==> src/rtl/mem_pkg.sv <==
// Shared types and constants for the data-memory side of the pipeline.
package mem_pkg;

  localparam int SB_DEPTH         = 4;
  localparam int SB_ADDR_W        = 32;
  localparam int SB_DATA_W        = 64;
  localparam int WORD_OFFSET_BITS = 3;

  // One buffered store: full byte address plus the word being written.
  typedef struct packed {
    logic [SB_ADDR_W-1:0] addr;
    logic [SB_DATA_W-1:0] data;
  } sb_entry_t;

endpackage

==> src/rtl/sb_match.sv <==
// Youngest-match finder: scans the live window of the store buffer from
// oldest (head) to youngest (tail-1) so that a later hit overrides an earlier one.
// The top feeds in the word part of every entry's address.
module sb_match
  import mem_pkg::*;
#(
  parameter int DEPTH  = SB_DEPTH,
  parameter int WORD_W = SB_ADDR_W - WORD_OFFSET_BITS,
  parameter int PTR_W  = $clog2(DEPTH) + 1,
  parameter int IDX_W  = $clog2(DEPTH)
) (
  input  logic [WORD_W-1:0] i_words [DEPTH],
  input  logic [PTR_W-1:0]  i_head,
  input  logic [PTR_W-1:0]  i_tail,
  input  logic [WORD_W-1:0] i_word,
  output logic              o_hit,
  output logic [IDX_W-1:0]  o_idx
);

  logic [PTR_W-1:0] w_count;
  logic [IDX_W-1:0] w_slot;

  assign w_count = i_tail - i_head;

  // Walk oldest to youngest; the last live match seen is the youngest one.
  always_comb begin
    o_hit  = 1'b0;
    o_idx  = '0;
    w_slot = '0;
    for (int k = 0; k < DEPTH; k++) begin
      w_slot = i_head[IDX_W-1:0] + IDX_W'(k);
      if ((PTR_W'(k) < w_count) && (i_words[w_slot] == i_word)) begin
        o_hit = 1'b1;
        o_idx = w_slot;
      end
    end
  end

endmodule

==> src/rtl/store_buffer.sv <==
// In-order store buffer between the MEM stage and the data memory write port.
// Stores are queued in one cycle, drained one per cycle when no load owns the
// port, and loads are forwarded from the youngest matching buffered store.
module store_buffer
  import mem_pkg::*;
#(
  parameter int DEPTH  = SB_DEPTH,
  parameter int ADDR_W = SB_ADDR_W,
  parameter int DATA_W = SB_DATA_W
) (
  input  logic                   clk,
  input  logic                   rst,
  input  logic                   st_valid,
  input  logic [ADDR_W-1:0]      st_addr,
  input  logic [DATA_W-1:0]      st_data,
  output logic                   st_ready,
  input  logic                   ld_valid,
  input  logic [ADDR_W-1:0]      ld_addr,
  output logic                   ld_stall,
  output logic [DATA_W-1:0]      ld_data,
  input  logic [DATA_W-1:0]      mem_rd_data,
  output logic [ADDR_W-1:0]      mem_addr,
  output logic [DATA_W-1:0]      mem_wr_data,
  output logic                   mem_wr_en,
  output logic                   mem_rd_en,
  input  logic                   drain,
  output logic                   empty,
  output logic [$clog2(DEPTH):0] count
);

  localparam int PTR_W  = $clog2(DEPTH) + 1;
  localparam int IDX_W  = $clog2(DEPTH);
  localparam int WORD_W = ADDR_W - WORD_OFFSET_BITS;

  sb_entry_t        r_entries [DEPTH];
  logic [PTR_W-1:0] r_head;
  logic [PTR_W-1:0] r_tail;

  logic [WORD_W-1:0] w_words [DEPTH];
  sb_entry_t         w_head_entry;
  logic [PTR_W-1:0]  w_count;
  logic              w_empty;
  logic              w_full;
  logic              w_load_port;
  logic              w_drain_go;
  logic              w_enq;
  logic              w_hit;
  logic [IDX_W-1:0]  w_hit_idx;

  assign w_count      = r_tail - r_head;
  assign w_empty      = (r_head == r_tail);
  assign w_full       = (r_head[IDX_W-1:0] == r_tail[IDX_W-1:0]) &&
                        (r_head[PTR_W-1] != r_tail[PTR_W-1]);
  assign w_head_entry = r_entries[r_head[IDX_W-1:0]];

  // A load owns the port unless the buffer is full; a full buffer must drain
  // first so the stalled upstream store can eventually get in.
  assign w_load_port = ld_valid && !w_full;
  assign w_drain_go  = !w_empty && (!ld_valid || w_full);
  assign w_enq       = st_valid && st_ready;

  // Word addresses of every slot, for the forwarding comparator.
  always_comb begin
    for (int i = 0; i < DEPTH; i++) begin
      w_words[i] = r_entries[i].addr[ADDR_W-1:WORD_OFFSET_BITS];
    end
  end

  sb_match #(
    .DEPTH  (DEPTH),
    .WORD_W (WORD_W),
    .PTR_W  (PTR_W),
    .IDX_W  (IDX_W)
  ) u_match (
    .i_words (w_words),
    .i_head  (r_head),
    .i_tail  (r_tail),
    .i_word  (ld_addr[ADDR_W-1:WORD_OFFSET_BITS]),
    .o_hit   (w_hit),
    .o_idx   (w_hit_idx)
  );

  // Port arbitration and visible status; everything is forced quiet while in reset.
  always_comb begin
    st_ready    = 1'b0;
    ld_stall    = 1'b0;
    mem_wr_en   = 1'b0;
    mem_rd_en   = 1'b0;
    ld_data     = '0;
    mem_addr    = '0;
    mem_wr_data = '0;
    empty       = 1'b1;
    count       = '0;
    if (rst) begin
      st_ready = !w_full && !drain;
      empty    = w_empty;
      count    = w_count;
      ld_stall = ld_valid && w_full;
      ld_data  = w_hit ? r_entries[w_hit_idx].data : mem_rd_data;
      if (w_load_port) begin
        mem_rd_en = 1'b1;
        mem_addr  = ld_addr;
      end else if (w_drain_go) begin
        mem_wr_en   = 1'b1;
        mem_addr    = w_head_entry.addr;
        mem_wr_data = w_head_entry.data;
      end
    end
  end

  // Head/tail pointers; reset discards everything, including a drain in flight.
  always_ff @(posedge clk) begin
    if (!rst) begin
      r_head <= '0;
      r_tail <= '0;
    end else begin
      if (w_enq) begin
        r_tail <= r_tail + 1'b1;
      end
      if (w_drain_go) begin
        r_head <= r_head + 1'b1;
      end
    end
  end

  // Entry storage needs no reset: only slots between head and tail are ever read as live.
  always_ff @(posedge clk) begin
    if (w_enq) begin
      r_entries[r_tail[IDX_W-1:0]] <= '{addr: st_addr, data: st_data};
    end
  end

endmodule

==> config.mk <==
export PLATFORM = sky130hd
export DESIGN_NAME = store_buffer
export DESIGN_NICKNAME = d
export VERILOG_FILES = /design/src/rtl/mem_pkg.sv /design/src/rtl/sb_match.sv /design/src/rtl/store_buffer.sv
export SDC_FILE = /design/constraint.sdc
export NUM_CORES = 1
export LEC_CHECK = 0
export ABC_AREA = 1
export CAP_MARGIN = 10
export CORE_AREA = 10 10 275 277
export DETAILED_ROUTE_END_ITERATION = 10
export DIE_AREA = 0 0 285 287
export PLACE_DENSITY = 0.53
export SLEW_MARGIN = 20
export SYNTH_ARGS = -nofsm -noshare
export SYNTH_HDL_FRONTEND = slang
export SYNTH_SLANG_ARGS = --single-unit
==> constraint.sdc <==
create_clock -name clk -period 8 [get_ports clk]
set_clock_uncertainty 0.1 [all_clocks]
set_input_delay 0.8 -clock clk [delete_from_list [all_inputs] [get_ports clk]]
set_output_delay 0.8 -clock clk [all_outputs]
set_load 0.005 [all_outputs]
== Word-level counts from Yosys, hierarchy flattened ==
Memory sizes are Yosys's and may differ from the RTL's. A register that Yosys moved wholly into a read port is not among the register bits.
Cells that the tools add are included.

* $add $sub $neg: 6
* Order comparisons: 8
* Equality and inequality tests: 7
* Multiplexer cells: 41
* Bitwise logic cells: 4
* Reductions and logical operators: 15

{| class="wikitable"
|+ Operator list
! kind !! number
|-
| $mux W64 || 5
|-
| $bmux W29 S2 || 4
|-
| $mux W29 || 8
|-
| $eq A29 B29 Y1 || 4
|-
| $mux W32 || 3
|-
| $mux W1 || 14
|-
| $ge A3 B3 Y1 const B || 4
|-
| $mux W2 || 6
|-
| $not A2 Y3 || 4
|-
| $logic_and A1 B1 Y1 || 10
|-
| $add A3 B1 Y3 const B || 2
|-
| $lt A1 B3 Y1 const A || 2
|-
| $lt A2 B3 Y1 const A || 2
|-
| $add A2 B2 Y2 const B || 2
|-
| $logic_not A1 Y1 || 4
|-
| $eq A3 B3 Y1 || 1
|-
| $mux W3 || 1
|-
| $sub A3 B3 Y3 || 1
|-
| $add A2 B1 Y2 const B || 1
|-
| $eq A2 B2 Y1 || 1
|-
| $logic_or A1 B1 Y1 || 1
|-
| $ne A1 B1 Y1 || 1
|}

* Register bits: 6
* RAM bits: 384
* Input bits: 197
* Output and inout port bits: 168
* Logic and storage cells: 84
* Memories kept: 1

{| class="wikitable"
|+ Memories
! name !! depth !! width !! rd ports !! clocked after Yosys merged registers in !! wr ports !! line !! text
|-
| r_entries || 4 || 96 || 6 || 1 || 1 || store_buffer.sv:35 || <nowiki>sb_entry_t r_entries [DEPTH];</nowiki>
|}

== Depth between registers and ports, before layout ==
Gate-level depths: netlist of the first run.
An unclocked memory read counts as a cell.

* Depth after elaboration: 13
* Gate-level depth with buffers: 25
* Depth with buffers taken out: 22

== By module ==
From an unflattened synthesis of the first run, not the netlist that was laid out.

* Cell total of the unflattened synthesis: 3147
* Area, all modules: 24435.9 um^2

{| class="wikitable"
|+ By module, submodules not included
! module !! times used !! cells each !! area each (um^2) !! sequential area each (um^2)
|-
| store_buffer || 1 || 1916 || 19123.3 || 11691.2
|-
| sb_match || 1 || 1231 || 5312.6 || 0.0
|}

== Worst setup path after synthesis of the first run ==
No wires, ideal clock.

* Path type: flip-flop to flip-flop
* Start point: register r_head[1]
* End point: memory r_entries[3][0] (netlist name) (enable)
* Library setup time: 553 ps
* Data arrival time: 5714 ps
* Required time: 7347 ps
* Setup slack: 1632 ps
* Stages on the path, launching flop included: 10
* Path buffers: 2
* Period minus slack after synthesis: 6368 ps
* Cells stage by stage: dfxtp_1 > clkbuf_1 > inv_2 > buf_2 > ha_1 > nand2_1 > nor2_1 > nor3_1 > nand2_1 > nor2_1

* Cells in the longest elaborated chain, start to end: 8

{| class="wikitable"
|+ RTL lines
! item !! line !! text
|-
| start: declaration || store_buffer.sv:36 || <nowiki>logic [PTR_W-1:0] r_head;</nowiki>
|-
| start signal: assignment || store_buffer.sv:121 || <nowiki>r_head <= r_head + 1'b1;</nowiki>
|-
| $eq A2 B2 Y1 || store_buffer.sv:52 || <nowiki>assign w_full = (r_head[IDX_W-1:0] == r_tail[IDX_W-1:0]) &&</nowiki>
|-
| $logic_and A1 B1 Y1 || store_buffer.sv:52 ||
|-
| $logic_not A1 Y1 || store_buffer.sv:95 || <nowiki>st_ready = !w_full && !drain;</nowiki>
|-
| $logic_and A1 B1 Y1 || store_buffer.sv:95 ||
|-
| $mux W1 || store_buffer.sv:94 || <nowiki>if (rst) begin</nowiki>
|-
| net st_ready || store_buffer.sv:16 || <nowiki>output logic st_ready,</nowiki>
|-
| $logic_and A1 B1 Y1 || store_buffer.sv:60 || <nowiki>assign w_enq = st_valid && st_ready;</nowiki>
|-
| $mux W1 || store_buffer.sv:128 || <nowiki>if (w_enq) begin</nowiki>
|-
| $mux W1 (implied by the code) || store_buffer.sv:129 || <nowiki>r_entries[r_tail[IDX_W-1:0]] <= '{addr: st_addr, data: st_data};</nowiki>
|-
| end: declaration || store_buffer.sv:35 ||
|}

The timed path passes the listed nets, and every way through them passes these cells.

== Worst setup path in the final report of the first run ==
* Start point: register r_head[0]
* End point: output ld_data[24]

* Cells in the longest elaborated chain, start to end: 13
* Elaborated cells on any way between the ends: 43
* Those cells by class: add/sub: 4; order compare: 4; eq/ne: 4; mux: 22; bitwise: 4; reduce/logical: 4; memory: 1

{| class="wikitable"
|+ RTL lines
! item !! line !! text
|-
| $add A2 B1 Y2 or $not A2 Y3 (tied branches) || sb_match.sv:31, sb_match.sv:32 ||
|-
| $not A2 Y3 (implied by the code) or $bmux W29 S2 (tied branches) || sb_match.sv:32 || <nowiki>if ((PTR_W'(k) < w_count) && (i_words[w_slot] == i_word)) begin</nowiki>
|-
| $bmux W29 S2 or $mux W29 (tied branches) || sb_match.sv:32 ||
|-
| $mux W29 (implied by the code) || sb_match.sv:32 ||
|-
| $mux W29 (implied by the code) or $eq A29 B29 Y1 (tied branches) || sb_match.sv:32 ||
|-
| $eq A29 B29 Y1 or $logic_and A1 B1 Y1 (tied branches) || sb_match.sv:32 ||
|-
| $logic_and A1 B1 Y1 or $mux W2 (tied branches) || sb_match.sv:32 ||
|-
| $mux W2 (3 in series) || sb_match.sv:32 ||
|-
| $mem_v2 Z4 W96 || - ||
|-
| $mux W64 (*) || store_buffer.sv:99 || <nowiki>ld_data = w_hit ? r_entries[w_hit_idx].data : mem_rd_data;</nowiki>
|-
| $mux W64 (*) || store_buffer.sv:94 ||
|-
| end: declaration || store_buffer.sv:20 || <nowiki>output logic [DATA_W-1:0] ld_data,</nowiki>
|}

Mark *: on every way between the ends. The rest lies on a longest branch, timed or not. The select of a mux whose other input is x is not followed.

==> results of run 1 <==
[how the worst max path moves through the flow]
stage / start / endpoint / slack (ps) / depth (start not counted)
finish: r_head[0]$_SDFFE_PN0P_ / ld_data[24] / 710 / 22
global route: r_head[0]$_SDFFE_PN0P_ / ld_data[29] / 330 / 22
CTS: r_head[0]$_SDFFE_PN0P_ / ld_data[32] / 780 / 20
detailed placement: r_head[0]$_SDFFE_PN0P_ / ld_data[32] / 1450 / 20
global placement: r_head[0]$_SDFFE_PN0P_ / ld_data[32] / 1530 / 20
floorplan: r_head[1]$_SDFFE_PN0P_ / r_entries[3][0]$_DFFE_PP_ / 1630 / 9
[worst max-delay path: stages, from the launching register on]
cell and delay, ps:
dfxtp_4 680, inv_2 460, buf_12 330, nand2_1 120
nand3_1 90, nand2_1 110, nand2_1 50, nand2_1 140
nand3_1 160, nor2_1 270, nand2_1 120, nor2_1 160
nand2_1 170, nand2_1 110, nand2_1 120, nand2_4 540
buf_4 830, nand3b_1 140, nand3_1 120, nand3_1 220
nand2_1 130, inv_1 50, clkdlybuf4s50_1 440
[stage by stage]
| stage | instance area [sq um] | cells | power [mW] | hold WS, ps | setup slack (ps) |
|---|---|---|---|---|---|
| CTS | 30100 | 4377 | 6.47 | 391 | 779 |
| global route | 30200 | 4383 | 6.79 | 409 | 334 |
| floorplan | 24300 | 3156 | 3.57 | 358 | 1630 |
| global placement | 28600 | 4289 | 4.27 | 377 | 1530 |
| detailed placement | 28600 | 4289 | 4.30 | 379 | 1450 |
| finish | 30200 | 4384 | 6.43 | 393 | 708 |
[placed cells by master, fill, tap and decap left out, types with 2 or more instances in the layout]
master	n
nor2_4	5
o211ai_1	64
a22o_1	3
o21ai_0	167
diode_2	6
o21ai_1	5
bufinv_16	5
clkdlybuf4s50_1	364
clkinv_1	9
edfxtp_1	384
nor2_1	271
nand2_1	918
nand2_4	3
clkinv_2	11
clkbuf_16	47
nand3b_1	127
buf_4	22
nand4_1	3
inv_2	7
ha_1	6
dfxtp_1	4
inv_1	247
nor3_1	3
clkinvlp_4	5
dfxtp_4	3
clkbuf_1	9
o22ai_1	32
a21oi_1	138
xor2_1	2
nand3_1	553
buf_12	8
[power by group]
group          total [mW]  switching (mW)  internal [mW]
logic                1.91            1.24          0.669
clock network        2.15           0.899           1.26
registers            2.37          0.0836           2.29
total                6.43            2.22           4.21
[flip-flops by register name, summed over array words and instances (netlist names), named ones only]
| register | count |
|---|---|
| r_tail | 3 |
| r_head | 3 |
| r_entries | 384 |
[final cells by class]
class,count,area [sq um]
fill,6813,39600
sequential,392,11700
clock inverter,32,349
tap,940,1180
multi-input combinational,2306,10700
clock buffer,56,1210
timing repair buffer,395,4000
antenna,6,15.0
inverter,257,965
[routing by layer]
metal	vias up	GRT usage (%)	wire length (microns)	share of wire, %
met1	11300	26.5	37800	41
met5	-	0	87	0.094
met4	10	8.25	2940	3.2
li1	11200	-	-	-
met2	960	37.6	45300	49
met3	170	3.98	6330	6.8
[cell families after synthesis]
logic type | share of synthesized area [%]
XOR/XNOR | 0.0722
buffers and inverters | 7.91
AO/OA/AOI/OAI | 9.40
AND/OR/NAND/NOR | 34.0
adder cells (fa/ha/maj) | 0.443
flip-flops | 48.1
==> qor.yml, run 1 <==
status: "finished, final reports clean"
p_leak_nw: 11.8
layout-drive-gt1-share_pct: 3.72
finish.utilization_pct: 43.2
final-setup-viol-count: 0
grt_pass1_wl_mm: 138
yosysMostFrequentCell: "nand2_1"
crit_path_max_fanout: 77
drc: 0
synth_area_per_cell_sq_um: 7.69
post_cts_buffers: 0
crit_type: "register to output pin"
core_area_sq_um: 69800
hold_class: "register to register"
antenna_found_initial: 11
cts_tree: "built"
synth-edff-count: 384
place_congestion: 0.871
slew_violations: 0
fp.dieW_microns: 285
grt_usage_pct: 21.7
synthCells: 3156
root_buffer: "clkbuf_16"
cellPowerDensity_nw_per_um2: 213
fmax_ghz: 0.137
tns_ps: 0
hold_viol: 0
cp-end-kind: "output pin"
ys_ff_latch: 392
cts_resized: 0
postSynthNetCount: 3361
grt_pass1_vias: 23000
die_h_microns: 287
timing.rr.start: "r_head[1]$_SDFFE_PN0P_"
clock_latency_ps: 600
clk_pin_slew_ps: 60
ys_top_cells_by_area: "edfxtp_1, nand2_1, nand3_1"
rsz0062_at_grt: "false"
maxSlewHeadroom_pct: 27.9
start_util_pct: 34.8
postRouteAntennaNets: 0
period_share_pct: 91.2
yosys_most_used_dff: "edfxtp_1"
synth.distinct_cells: 29
arrival_ps: 6390
synth_largest_area_cell: "edfxtp_1"
async_flop_share_pct: 0
holdPathEnd: "r_head[2]$_SDFFE_PN0P_"
reg2reg_slack_ps: 3370
worstHoldStart: "r_head[2]$_SDFFE_PN0P_"
cts_sinks: 392
worst_r2r_path_depth: 10
cp.required_ps: 7100
hold-path-cell-count: 2
r2r-end: "r_entries[0][86]$_DFFE_PP_"
grt_max_degree: 253
drt-vias-per-instance: 5.39
ys.warnings.count: 0
synth.top_cell.area_share_pct: 47.5
hpwl_mm: 61.1
worst_slew_pin_slew_ps: 1080
io_buffers: 364
cp-start-kind: "register"
synthTopCellsByCount: "nand2_1, nand3_1, edfxtp_1"
hold_buffers: 0
nets: 3604
vdd_drop_max_mv: 0.165
first_pass_iters: 6
cts_max_level: 2
syn2layout_area_growth_pct: 24.2
via_count: 23600
ys_seq_area_share_pct: 48.1
grt_overflow: 0
wl_per_cell_microns: 21.1
cap_violations: 0
cts_buffers: 47
wirelength_mm: 92.4
netlist_area_sq_um: 24300
period_needed_ps: 7290
drt_iter0_drc: 2212
clockBufferDepth: 3
io_pins: 365
die_area_sq_um: 81800
num_rows: 97
(Power assumes the default switching activity.)
==> run 2, diff against run 1 <==
--- a/config.mk
+++ b/config.mk
@@ -11,6 +11,7 @@
 export DETAILED_ROUTE_END_ITERATION = 10
 export DIE_AREA = 0 0 285 287
 export PLACE_DENSITY = 0.53
+export RECOVER_POWER = 50
 export SLEW_MARGIN = 20
 export SYNTH_ARGS = -nofsm -noshare
 export SYNTH_HDL_FRONTEND = slang
==> qor.yml, run 2 (synthesis gave the netlist of run 1 again) <==
layout-drive-gt1-share_pct: 3.55  # -0.17 points
final-setup-viol-count: 0  # unchanged
mostFrequentLayoutCell: "nand2_1"
timing.rr.start: "r_head[1]$_SDFFE_PN0P_"
largest_reg_flops: 384  # unchanged
hold_slack_ps: 394  # +1.53 ps
placed_cells: 4289  # unchanged
syn2layout_area_growth_pct: 24.1  # about the same
crit_path_max_fanout: 77  # unchanged
worst_slack_ps: 686  # -21.4 ps
cp-end-kind: "output pin"
rsz0062_at_grt: "false"
post-place-ws_ps: 1450  # unchanged
switching_power_mw: 2.22  # about the same
fp.dieW_microns: 285  # unchanged
cp-startpoint: "r_head[0]$_SDFFE_PN0P_"
cp.required_ps: 7100  # about the same
hold_buffers: 0  # unchanged
drt_iter0_drc: 2236  # +1.1%
drt-vias-per-instance: 5.37  # -0.30%
reg2reg_slack_ps: 2230  # -1140 ps
period_needed_ps: 7310  # +21.4 ps
postRouteAntennaNets: 0  # unchanged
layout_common_cells: "nand2_1, nand3_1, edfxtp_1"
start_util_pct: 34.8  # unchanged
cts_max_level: 2  # unchanged
die_area_sq_um: 81800  # unchanged
hold_viol: 0  # unchanged
via_count: 23600  # -0.21%
fin_cells: 4388  # +0.091%
worstHoldStart: "r_head[2]$_SDFFE_PN0P_"
cts_resized: 0  # unchanged
p_int_mw: 4.20  # -0.25%
cts_sinks: 392  # unchanged
placed_area_sq_um: 28600  # unchanged
violations: "max-capacitance violations, max-slew violations"
io_pins: 365  # unchanged
cap_violations: 4  # +4
pwr-share-comb_pct: 29.5  # about the same
grt_pass1_wl_mm: 138  # unchanged
worst_slew_pin_slew_ps: 2720  # +1640 ps
grt_pass1_vias: 23000  # unchanged
io_buffers: 364  # unchanged
finish.utilization_pct: 43.2  # about the same
clockBufferDepth: 3  # unchanged
p_sw_share_pct: 34.5  # +0.038 points
hold_class: "register to register"
place_congestion: 0.871  # unchanged
seqPwrFrac_pct: 37.0  # about the same
fmax_ghz: 0.137  # -0.29%
slew_violations: 86  # +86
tns_ps: 0  # unchanged
first_pass_iters: 7  # +1
antenna_found_initial: 21  # +10
nets: 3604  # unchanged
root_buffer: "clkbuf_16"
wirelength_mm: 92.6  # +0.20%
grt_overflow: 0  # unchanged
p_leak_nw: 11.9  # +0.25%
maxSlewHeadroom_pct: -81.9  # -110 points
clk_pin_slew_ps: 60  # about the same
clock_latency_ps: 600  # about the same
cts_buffers: 47  # unchanged
cp-start-kind: "register"
wl_per_cell_microns: 21.1  # +0.11%
vdd_drop_max_mv: 0.167  # +1.2%
power.total_mw: 6.42  # -0.19%
grt_max_degree: 253  # unchanged
cts_tree: "built"
status: "finished, violations left"
cellPowerDensity_nw_per_um2: 213  # -0.12%
hpwl_mm: 61.1  # unchanged
crit_type: "register to output pin"
post_cts_buffers: 0  # unchanged
num_rows: 97  # unchanged
design_area_sq_um: 30100  # about the same
arrival_ps: 6410  # +20 ps
grt_usage_pct: 21.7  # unchanged
drc: 0  # unchanged
core_area_sq_um: 69800  # unchanged
period_share_pct: 91.4  # +0.27 points
die_h_microns: 287  # unchanged
p_clk_share_pct: 33.5  # about the same
[run 2: cell types whose count changed in the layout (fill, tap and decap cells not counted)]
cell	before	now
nor2_4	5	1
dlygate4sd3_1	0	99
dfxtp_2	1	0
clkdlybuf4s50_1	364	265
inv_1	247	248
diode_2	6	10
inv_2	7	6
nor2_1	271	275
dfxtp_1	4	5
[run 2: path summary, 6_finish.rpt]
path | endpoint | cells after the start
setup / recovery | ld_data[29] | 22
setup reg to reg | r_entries[0][17]$_DFFE_PP_ | 10
hold / removal | r_head[2]$_SDFFE_PN0P_ | 2
hold reg to reg | r_head[2]$_SDFFE_PN0P_ | 2
[run 2: final cells by class]
cell class	count	area, sq um
Clock inverter	32	349
Clock buffer	56	1210
Inverter	257	965
Tap cell	940	1180
Antenna cell	10	25.0
Fill cell	6817	39600
Timing Repair Buffer	395	4000
Multi-Input combinational cell	2306	10700
Sequential cell	392	11700
[run 2: worst max-delay path, stage by stage (launching register included)]
cell and delay (ps):
dfxtp_4 680, inv_2 460, buf_12 330, nand2_1 120, nand3_1 90, nand2_1 110
nand2_1 50, nand2_1 140, nand3_1 170, nor2_1 280, nand2_1 120, nor2_1 160
nand2_1 170, nand2_1 110, nand2_1 110, nand2_4 560, buf_4 840, nand3b_1 140
nand3_1 120, nand3_1 190, nand2_1 130, inv_1 40, clkdlybuf4s50_1 470
[run 2: per-layer routing]
layer	vias up	share of wire (%)	GRT usage (%)
li1	11200	-	-
met1	11300	41	26.5
met2	919	49	37.6
met3	181	6.5	3.98
met4	14	3.2	8.25
met5	-	0.10	0
[run 2: power by group through the flow]
stage | Sequential [mW] | Clock [mW] | Combinational (mW)
finish | 2.37 | 2.15 | 1.89
global route | 2.38 | 2.29 | 2.11
CTS | 2.37 | 2.20 | 1.90
detailed placement | 2.42 | 0 | 1.89
global placement | 2.41 | 0 | 1.85
floorplan | 2.34 | 0 | 1.23
==> run 3, diff against run 2 <==
--- a/config.mk
+++ b/config.mk
@@ -7,10 +7,10 @@
 export LEC_CHECK = 0
 export ABC_AREA = 1
 export CAP_MARGIN = 10
-export CORE_AREA = 10 10 275 277
+export CORE_AREA = 2 2 250 252
 export DETAILED_ROUTE_END_ITERATION = 10
-export DIE_AREA = 0 0 285 287
-export PLACE_DENSITY = 0.53
+export DIE_AREA = 0 0 252 254
+export PLACE_DENSITY = 0.6
 export RECOVER_POWER = 50
 export SLEW_MARGIN = 20
 export SYNTH_ARGS = -nofsm -noshare
==> qor.yml, run 3 (synthesis gave the netlist of run 1 again) <==
mostFrequentLayoutCell: "nand2_1"
period_share_pct: 89.7  # -1.7 points
antenna_found_initial: 22  # +4.8%
wl_per_cell_microns: 19.8  # -6.0%
placed_cells: 4141  # -3.5%
timing.rr.start: "r_head[1]$_SDFFE_PN0P_"
postRouteAntennaNets: 0  # unchanged
status: "finished, violations left"
critical-path-slowest-cell: "buf_4"
pwr-share-comb_pct: 29.7  # +0.2 points
reg2reg_slack_ps: 1780  # -450 ps
max_stage_delay_ps: 870  # +30 ps
crit_type: "register to output pin"
hold_buffers: 0  # unchanged
cts_max_level: 2  # unchanged
largest_reg_flops: 384  # unchanged
cap_violations: 4  # unchanged
clock_latency_ps: 590  # about the same
fp.dieW_microns: 252  # -12%
via_count: 23700  # +0.40%
die_area_sq_um: 64000  # -22%
syn2layout_area_growth_pct: 23.1
drt-vias-per-instance: 5.59  # +4.1%
final-setup-viol-count: 0  # unchanged
cts_resized: 0  # unchanged
tns_ps: 0  # unchanged
hold-path-cell-count: 2  # unchanged
fin_cells: 4234  # -3.5%
cts_tree: "built"
arrival_ps: 6280  # -130 ps
fmax_ghz: 0.139  # +1.9%
core_area_sq_um: 61300  # -12%
grt_pass1_vias: 22600  # -1.7%
p_int_mw: 4.20  # -0.15%
hold_viol: 0  # unchanged
slew_violations: 112  # +30%
start_util_pct: 39.6  # +4.8 points
hold_class: "register to register"
hpwl_mm: 54.9  # -10%
violations: "max-capacitance violations, max-slew violations"
holdPathEnd: "r_head[2]$_SDFFE_PN0P_"
io_pins: 365  # unchanged
cp.required_ps: 7100  # about the same
fillCellCount: 5824  # -15%
layout-drive-gt1-share_pct: 3.46  # -0.085 points
num_rows: 91  # -6.2%
cts_sinks: 392  # unchanged
drt_iter0_drc: 2058  # -8.0%
maxSlewHeadroom_pct: -115  # -33 points
p_clk_share_pct: 33.4  # about the same
rsz0062_at_grt: "false"
drc: 0  # unchanged
cts_buffers: 46  # -2.1%
cp-start-kind: "register"
first_pass_iters: 8  # +1
root_buffer: "clkbuf_16"
p_sw_share_pct: 34.0  # -0.51 points
period_needed_ps: 7180  # -135 ps
die_h_microns: 254  # -11%
post_cts_buffers: 0  # unchanged
cellPowerDensity_nw_per_um2: 213  # about the same
nets: 3604  # unchanged
placed_area_sq_um: 28400  # -0.69%
worstHoldStart: "r_head[2]$_SDFFE_PN0P_"
seqPwrFrac_pct: 37.0  # about the same
grt_max_degree: 265  # +4.7%
layout_common_cells: "nand2_1, nand3_1, edfxtp_1"
cpMostUsedCell: "nand2_1"
worst_slack_ps: 821  # +135 ps
grt_usage_pct: 25.7  # +4.0 points
r2r-end: "r_entries[2][55]$_DFFE_PP_"
place_congestion: 0.914  # +5.0%
worst_r2r_path_depth: 10  # unchanged
post-place-ws_ps: 1500  # +53.6 ps
design_area_sq_um: 29900  # -0.85%
p_leak_nw: 11.8  # -0.29%
clk_pin_slew_ps: 60  # about the same
crit_family: "simple AND/OR/NAND/NOR gates"
cp-end-kind: "output pin"
crit_path_max_fanout: 90  # +17%
worst-path-buf-inv: 4  # -1
worst_slew_pin_slew_ps: 3210  # +489 ps
switching_power_mw: 2.16  # -2.4%
wirelength_mm: 84.0  # -9.3%
path_cells: "buf_4 > ha_1 > fa_1 > nand3_1 > nand3_1 > nor2_1 > nand2_1 > nor2_1 > nand2_1 > nand2_1 > nand2_1 > nand2_4 > buf_4 > nand3b_1 > nand3_1 > nand3_1 > nand2_1 > inv_1 > clkdlybuf4s50_1"
vdd_drop_max_mv: 0.163  # -2.1%
io_buffers: 364  # unchanged
clockBufferDepth: 3  # unchanged
grt_pass1_wl_mm: 127  # -8.1%
grt_overflow: 0  # unchanged
[run 3: power groups by stage]
stage / combinational, mW / sequential [mW] / clock (mW)
floorplan: 1.23 / 2.34 / 0
global placement: 1.82 / 2.39 / 0
detailed placement: 1.87 / 2.39 / 0
CTS: 1.88 / 2.35 / 2.16
global route: 2.10 / 2.35 / 2.24
finish: 1.89 / 2.35 / 2.12
[run 3: through the flow]
| step | total power, mW | hold slack, ps | util (%) |
|---|---|---|---|
| after floorplan | 3.57 | 358 | - |
| after global placement | 4.21 | 380 | 46.3 |
| after detailed placement | 4.26 | 384 | 46.3 |
| after CTS | 6.39 | 394 | 48.8 |
| after global routing | 6.70 | 420 | 48.8 |
| final | 6.36 | 398 | 48.8 |
[run 3: worst max path at each step]
stage	start	slack, ps	depth (start not counted)	endpoint
finish	r_head[0]$_SDFFE_PN0P_	820	19	ld_data[12]
global route	r_head[0]$_SDFFE_PN0P_	390	22	ld_data[12]
CTS	r_head[0]$_SDFFE_PN0P_	860	20	ld_data[36]
detailed placement	r_head[0]$_SDFFE_PN0P_	1500	20	ld_data[36]
global placement	r_head[0]$_SDFFE_PN0P_	1560	20	ld_data[42]
floorplan	r_head[1]$_SDFFE_PN0P_	1630	9	r_entries[3][0]$_DFFE_PP_
[run 3: layout make-up]
class,count,area [sq um],share of cell area (%)
diodes,8,20.0,0.0670
clock buffers,57,1210,4.06
clock inverters,28,323,1.08
inverters,257,965,3.23
multi-input cells,2306,10700,35.9
flip-flops and latches,392,11700,39.2
well taps,790,988,3.31
repair buffers,396,3960,13.2
[run 3: layer usage]
layer	wire length, microns	global-route usage, %
met1	33600	31.8
met3	6650	4.65
met5	108	0
met4	3010	10.5
met2	40600	44.1
[run 3: tightest hold or removal path, stage by stage, from the launching register on]
cell and delay (ps):
dfxtp_1 310, inv_1 80, a21oi_1 60
